$ cat config.mk
export PLATFORM = sky130hd
export DESIGN_NAME = branch_predict_ctrl
export DESIGN_NICKNAME = d
export VERILOG_FILES = /design/src/rtl/branch_predict_ctrl.sv
export SDC_FILE = /design/constraint.sdc
export NUM_CORES = 1
export LEC_CHECK = 0
export CAP_MARGIN = 5
export CORE_MARGIN = 1.5
export CORE_UTILIZATION = 40
export DETAILED_ROUTE_END_ITERATION = 7
export HOLD_SLACK_MARGIN = 0.05
export PLACE_DENSITY = 0.66
export SYNTH_ARGS = -nofsm -noshare
export SYNTH_HDL_FRONTEND = slang
export SYNTH_SLANG_ARGS = --single-unit
$ cat constraint.sdc
create_clock -name clk_i -period 6 [get_ports clk_i]
set_clock_uncertainty 0.05 [all_clocks]
set_input_delay 0.9 -clock clk_i [delete_from_list [all_inputs] [get_ports clk_i]]
set_output_delay 0.9 -clock clk_i [all_outputs]
set_load 0.05 [all_outputs]
$ cat src/rtl/branch_predict_ctrl.sv
// Branch prediction / redirect controller: 2-bit counter table, IF->ID->EX
// shadow pipeline of predictions, EX resolution with flush, redirect and training.
module branch_predict_ctrl #(
  parameter int unsigned IDX_W = 4,
  parameter int unsigned CNT_W = 16
) (
  input  logic             clk_i,
  input  logic             rst_i,
  input  logic             stall_i,
  input  logic [31:0]      if_pc_i,
  input  logic             if_is_branch_i,
  input  logic [31:0]      if_target_i,
  input  logic             ex_taken_i,
  output logic [31:0]      next_pc_o,
  output logic             pred_taken_o,
  output logic             flush_o,
  output logic [CNT_W-1:0] branch_cnt_o,
  output logic [CNT_W-1:0] mispredict_cnt_o
);

  localparam int unsigned DEPTH = 1 << IDX_W;

  typedef enum logic [1:0] {
    CNT_SNT = 2'b00,
    CNT_WNT = 2'b01,
    CNT_WT  = 2'b10,
    CNT_ST  = 2'b11
  } cnt_e;

  cnt_e             table_q [DEPTH];

  logic             id_valid_q;
  logic [IDX_W-1:0] id_idx_q;
  logic             id_pred_q;
  logic [31:0]      id_alt_q;

  logic             ex_valid_q;
  logic [IDX_W-1:0] ex_idx_q;
  logic             ex_pred_q;
  logic [31:0]      ex_alt_q;

  logic [CNT_W-1:0] branch_cnt_q;
  logic [CNT_W-1:0] mispredict_cnt_q;

  logic [IDX_W-1:0] if_idx;
  logic [1:0]       if_cnt;
  logic [31:0]      if_seq_pc;
  logic             ex_resolve;

  function automatic cnt_e cnt_step(input cnt_e c, input logic taken);
    cnt_e n;
    n = c;
    unique case (c)
      CNT_SNT: n = taken ? CNT_WNT : CNT_SNT;
      CNT_WNT: n = taken ? CNT_WT  : CNT_SNT;
      CNT_WT:  n = taken ? CNT_ST  : CNT_WNT;
      CNT_ST:  n = taken ? CNT_ST  : CNT_WT;
      default: n = CNT_WNT;
    endcase
    return n;
  endfunction

  // Prediction, resolution and next-PC selection; pred/flush held low during reset
  always_comb begin
    if_idx       = if_pc_i[IDX_W+1:2];
    if_cnt       = table_q[if_idx];
    if_seq_pc    = if_pc_i + 32'd4;
    pred_taken_o = rst_i & if_is_branch_i & if_cnt[1];
    ex_resolve   = rst_i & ex_valid_q;
    flush_o      = ex_resolve & (ex_taken_i != ex_pred_q);
    if (flush_o)           next_pc_o = ex_alt_q;
    else if (stall_i)      next_pc_o = if_pc_i;
    else if (pred_taken_o) next_pc_o = if_target_i;
    else                   next_pc_o = if_seq_pc;
  end

  // Counter table: reset to weak-NT, trained once per resolved EX branch
  always_ff @(posedge clk_i) begin
    if (!rst_i) begin
      for (int unsigned i = 0; i < DEPTH; i++) table_q[i] <= CNT_WNT;
    end else if (ex_resolve) begin
      table_q[ex_idx_q] <= cnt_step(table_q[ex_idx_q], ex_taken_i);
    end
  end

  // Shadow pipeline: flush clears both slots, stall holds ID and bubbles EX
  always_ff @(posedge clk_i) begin
    if (!rst_i) begin
      id_valid_q <= 1'b0;
      id_idx_q   <= '0;
      id_pred_q  <= 1'b0;
      id_alt_q   <= '0;
      ex_valid_q <= 1'b0;
      ex_idx_q   <= '0;
      ex_pred_q  <= 1'b0;
      ex_alt_q   <= '0;
    end else begin
      if (flush_o || stall_i) begin
        ex_valid_q <= 1'b0;
      end else begin
        ex_valid_q <= id_valid_q;
        ex_idx_q   <= id_idx_q;
        ex_pred_q  <= id_pred_q;
        ex_alt_q   <= id_alt_q;
      end
      if (flush_o) begin
        id_valid_q <= 1'b0;
      end else if (!stall_i) begin
        id_valid_q <= if_is_branch_i;
        id_idx_q   <= if_idx;
        id_pred_q  <= pred_taken_o;
        id_alt_q   <= pred_taken_o ? if_seq_pc : if_target_i;
      end
    end
  end

  // Performance counters, wrapping naturally
  always_ff @(posedge clk_i) begin
    if (!rst_i) begin
      branch_cnt_q     <= '0;
      mispredict_cnt_q <= '0;
    end else if (ex_resolve) begin
      branch_cnt_q <= branch_cnt_q + CNT_W'(1);
      if (flush_o) mispredict_cnt_q <= mispredict_cnt_q + CNT_W'(1);
    end
  end

  assign branch_cnt_o     = branch_cnt_q;
  assign mispredict_cnt_o = mispredict_cnt_q;

endmodule

Yosys cells after proc, flatten, opt, wreduce, memory -nomap -nowiden
Memories as Yosys holds them, arrays and structs flattened. A register that Yosys moved wholly into a read port is not among the register bits. Cells that the tools add are included.

Flip-flop bits (word level): 108. Bits in writable memories: 32. Input bits: 69. Output and inout bits: 66. Word-level logic and storage cells: 52. Memories kept: 1.

Add/subtract/negate cells: 3. Equality and inequality tests: 4. Muxes and demuxes: 20. Bitwise operators: 7. Reductions and logical operators: 7.

Memory list: table_q (words 16, width 2, rd ports 2, clocked after Yosys merged registers in 1, write ports 16, RTL line 30) `cnt_e table_q [DEPTH];`.

Operator list (count): 2-to-1 mux 32 bit (4); adder 16 x 1 -> 16 bit (second input constant) (2); adder 32 x 3 -> 32 bit (second input constant) (1); 2-to-1 mux 4 bit (3); 2-to-1 mux 2 bit (5); case mux 2 bit (4 select lines) (1); 2-to-1 mux 1 bit (7); OR reduction 2 bit (3); AND 1 bit (4); == test 2 bit (second input constant) (2); AND reduction 2 bit (2); inverter 1 bit (3); == test 2 x 1 -> 1 bit (second input constant) (1); zero test 2 bit (1); logical OR 1 bit (1); != test 1 bit (1).

Longest topological paths before layout
Depth in word-level cells: 6. Mapped depth: 9. Gate-level depth less buffers: 6.

Worst setup path after synthesis
No wires, ideal clock.

Kind: input to output. Start: input if_pc_i[4]. End: output next_pc_o[6]. Arrival: 3.329 ns. Data required time: 5.050 ns. Setup slack: 1.721 ns. Stages on the path: 8. Buffers on the path: 3. Cell sequence: buf_2 > buf_2 > mux2i_1 > nand2_1 > nand4_1 > clkbuf_1 > nand2_1 > o221ai_1.

Word-level cells in the longest chain between the ends: 5. Elaborated cells between the ends (all ways): 6. Those cells by class: 1 x add/sub; 3 x mux; 1 x bitwise; 1 x memory.

RTL lines: start, declared (RTL line 10) `input logic [31:0] if_pc_i,`; memory read (16 x 2 bit); AND 1 bit (RTL line 68) `pred_taken_o = rst_i & if_is_branch_i & if_cnt[1];`; net pred_taken_o (RTL line 15) `output logic pred_taken_o,`; 2-to-1 mux 32 bit (RTL line 73) `else if (pred_taken_o) next_pc_o = if_target_i;`; 2-to-1 mux 32 bit (RTL line 72) `else if (stall_i) next_pc_o = if_pc_i;`; 2-to-1 mux 32 bit (RTL line 71) `if (flush_o) next_pc_o = ex_alt_q;`; end, declared (RTL line 14) `output logic [31:0] next_pc_o,`.

The timed path passes the listed nets, and every way through them passes these cells.

Worst setup path in the final report
Start: input if_pc_i[4]. End: output next_pc_o[18].

Word-level cells in the longest chain between the ends: 5. Elaborated cells between the ends (all ways): 6. Those cells by class: 1 x add/sub; 3 x mux; 1 x bitwise; 1 x memory.

RTL lines (RTL line): branches (longest 2 deep; another with adder 32 x 3 -> 32 bit); 2-to-1 mux 32 bit (*) (73); 2-to-1 mux 32 bit (*) (72); 2-to-1 mux 32 bit (*) (71).

Every way passes the cells marked *.

==> run_results.csv <==
group,metric,value,unit
synthesis,synthAdderAreaFrac,0.00995,
worst_setup_path,crit_fanout,17,
placed_design,port_buffers,134,
cells_and_area,final_cell_area,9960,sq um
cells_and_area,fin_nets,1131,
worst_hold_path,hp-class,"register to register",
power_and_ir_drop,clkPwrFrac,0.423,
drt,wl_per_cell,18.8,um
synthesis,ys_seq_area_frac,0.404,
sta,timing.hold.ws,0.395,ns
flow_run,cap_violations,0,
placed_design,pre_cts_ws,0.731,ns
placed_design,gp_congestion,0.898,
power_and_ir_drop,cellPowerDensity,256,nW/um^2
drt,antenna_left,0,
synthesis,synthCells,973,
status,outcome,"complete, no violations",
cells_and_area,diodes,0,
synthesis,syn_avg_cell_area,8.14,sq um
die,die_x,144,um
worst_setup_path,crit_top_cell,"clkdlybuf4s50_1",
synthesis,synth.area.mux_share,0.0493,
worst_setup_path,worst_setup_path_start_kind,"input port",
synthesis,synth_compound_area_frac,0.151,
cts,cts.clk_slew.worst_paths,0.06,ns
cts,cts_root_buffer,"clkbuf_16",
worst_setup_path,max_stage_delay,0.98,ns
cts,cts_resized,0,
worst_setup_path,cp.buffers_inverters,2,
die,ios,135,
synthesis,ys_seq_elements,144,
power_and_ir_drop,comb_power_share,0.166,
global_routing,grt_pass1_wl,38.3,mm
synthesis,synth_top_family_by_area,"simple AND/OR/NAND/NOR gates",
worst_setup_path,critPathRequiredTime,5.05,ns
sta,maxSlewViolCount,0,
cts,h-tree-depth,4,
cells_and_area,area_delta_synth_final,25.8,%
synthesis,yosys.area_share.simple,0.271,
global_routing,grt_antenna_before_repair,0,
worst_setup_path,crit_path_end,"next_pc_o[18]",
synthesis,ys.warnings.count,0,
synthesis,synth_flop_cell,"dfxtp_1",
sta,rsz0062_at_grt,"no",
drt,dr.first_iter.drc_count,789,
placed_design,hpwl,17.0,mm
synthesis,syn-cell-area,7920,sq um
drt,num_vias,7849,
placed_design,placed_area,9370,sq um
power_and_ir_drop,leakagePower,3.53,nW
worst_setup_path,crit_family,"buffers and inverters",
sta,fmax,0.189,GHz
die,core_area,19500,sq um
global_routing,grtUsageTotal,0.239,
sta,hold_violations,0,
cells_and_area,final_cells,1337,
sta,tightest_slew,1.06,ns
worst_setup_path,r2r_slack,3.08,ns
sta,period_needed,5.30,ns
synthesis,synth_cell_type_count,52,
sta,slew_headroom,0.293,
cells_and_area,final_common_cell,"nand2_1",
synthesis,syn-num-nets,1045,
drt,via_per_inst,5.87,
die,dieArea,20700,sq um
worst_setup_path,end_kind,"primary output",
global_routing,grt-ovfl-total,0,
cts,cts.sinks,144,
sta,setup_tns,0,ns
worst_setup_path,worstPathCellList,"clkdlybuf4s50_1, mux2i_1, a22oi_1, nand4_1, a21oi_1, o31ai_1, clkdlybuf4s50_1",
cells_and_area,final_core_util,0.512,
drt,drt-total-wl,25.2,mm
worst_setup_path,crit_type,"input port to primary output",
worst_setup_path,cp-startpoint,"if_pc_i[4]",
worst_setup_path,critPathSlowestCell,"clkdlybuf4s50_1",
power_and_ir_drop,switching_power,0.720,mW
global_routing,grt_max_degree,57,
power_and_ir_drop,ir_drop,0.186,mV
worst_setup_path,r2r_cells,5,
synthesis,yosys-top-cells-area,"dfxtp_1, edfxtp_1, nand2_1, a21oi_1, and3_1",
worst_hold_path,min_path_cells,2,
cts,cts_max_path_buffers,2,
power_and_ir_drop,p_sw_frac,0.282,
global_routing,grt_pass1_vias,7041,
power_and_ir_drop,p_seq_frac,0.411,
die,die_h,144,um
synthesis,async_flop_share,0,
cells_and_area,drive_gt1_frac,0.0849,
sta,setup_viol,0,
drt,drtPass1Iterations,5,
synthesis,synthXorXnorAreaFrac,0.0597,
cts,worstSkewPairLatency,0.42,ns
worst_setup_path,worstPathArrival,4.35,ns
power_and_ir_drop,power,2.55,mW
cts,cts_made_buffers,17,
synthesis,synth_edf_count,32,
die,start_util,0.407,
die,core.rowCount,51,
cts,cts_tree,"yes",
synthesis,synth_largest_area_cell,"dfxtp_1",
sta,period_share,0.884,
drt,route.detailed.drc,0,
worst_setup_path,worstSetupPathDepth,7,
synthesis,yosysTopAreaCellShare,0.283,
cts,cts_setup_buffers,0,
power_and_ir_drop,internal_power,1.83,mW
worst_setup_path,timing.rr.end,"table_q[1][0]",
cells_and_area,final_cell_mix,"nand2_1, dfxtp_1, clkdlybuf4s50_1, a21oi_1, nand3_1",
cts,cts_hold_buf,0,
placed_design,dp.cells,1305,
sta,fin_ws,0.698,ns
-- layout make-up --
type,instances,area (sq um)
Inverter,24,90.1
Fill cell,1841,9500
Clock buffer,18,429
Timing Repair Buffer,151,1430
Sequential cell,144,3200
Tap cell,265,332
Multi-Input combinational cell,721,4310
Clock inverter,14,165
-- worst register-to-register path: cells and delay by family, from the launching register on --
| kind | cells | cell delay [ns] |
|---|---|---|
| adder cells (fa/ha/maj) | 1 | 0.38 |
| flip-flops | 1 | 0.68 |
| multiplexers | 3 | 1.35 |
| AND/OR/NAND/NOR | 1 | 0.16 |
-- registers in the layout, summed over array words and instances (netlist names), named ones only --
name and cells:
ex_alt_q 32, branch_cnt_o 16, ex_valid_q 1, table_q 32, id_pred_q 1, ex_pred_q 1, mispredict_cnt_o 16, id_alt_q 32
ex_idx_q 4, id_valid_q 1, id_idx_q 4
-- routing by layer --
layer,GRT usage,part of all wire,vias to the layer above
met1,0.328,0.43,3714
met4,0.101,0.032,0
met5,0,0,-
li1,-,-,3701
met3,0.0453,0.083,64
met2,0.369,0.45,370
-- Yosys cell counts (27+ instances only) --
| cell | count |
|---|---|
| nand2_1 | 148 |
| dfxtp_1 | 112 |
| a21oi_1 | 90 |
| clkbuf_1 | 66 |
| nand3_1 | 65 |
| nor2_1 | 58 |
| and3_1 | 56 |
| nor3_1 | 36 |
| edfxtp_1 | 32 |
| nand4_1 | 31 |
| xnor2_1 | 27 |
| xor2_1 | 27 |
-- worst min path at each step --
stage,slack (ns),start,endpoint
after global placement,0.38,id_alt_q[28],ex_alt_q[28]
after CTS,0.40,id_alt_q[4],ex_alt_q[4]
after global routing,0.41,id_alt_q[30],ex_alt_q[30]
after detailed placement,0.39,id_alt_q[25],ex_alt_q[25]
final,0.40,id_alt_q[4],ex_alt_q[4]
after floorplan,0.38,id_alt_q[6],ex_alt_q[6]
-- power groups by stage --
stage          sequential, mW  combinational, mW  clock, mW
2_1_floorplan            1.06              0.261          0
3_3_place_gp             1.07              0.416          0
3_5_place_dp             1.07              0.418          0
4_1_cts                  1.05              0.420       1.09
5_1_grt                  1.05              0.448       1.13
6_report                 1.05              0.424       1.08
-- cell families (layout without fill, tap and decap cells) --
| kind of cell | Yosys count | count (layout) |
|---|---|---|
| xor+xnor | 54 | 54 |
| mux | 26 | 26 |
| fa+ha+maj | 7 | 7 |
| compound gates | 193 | 193 |
| simple gates | 441 | 441 |
| buf+inv | 108 | 207 |
| flops | 144 | 144 |
Power figures use the tool's default switching activity.
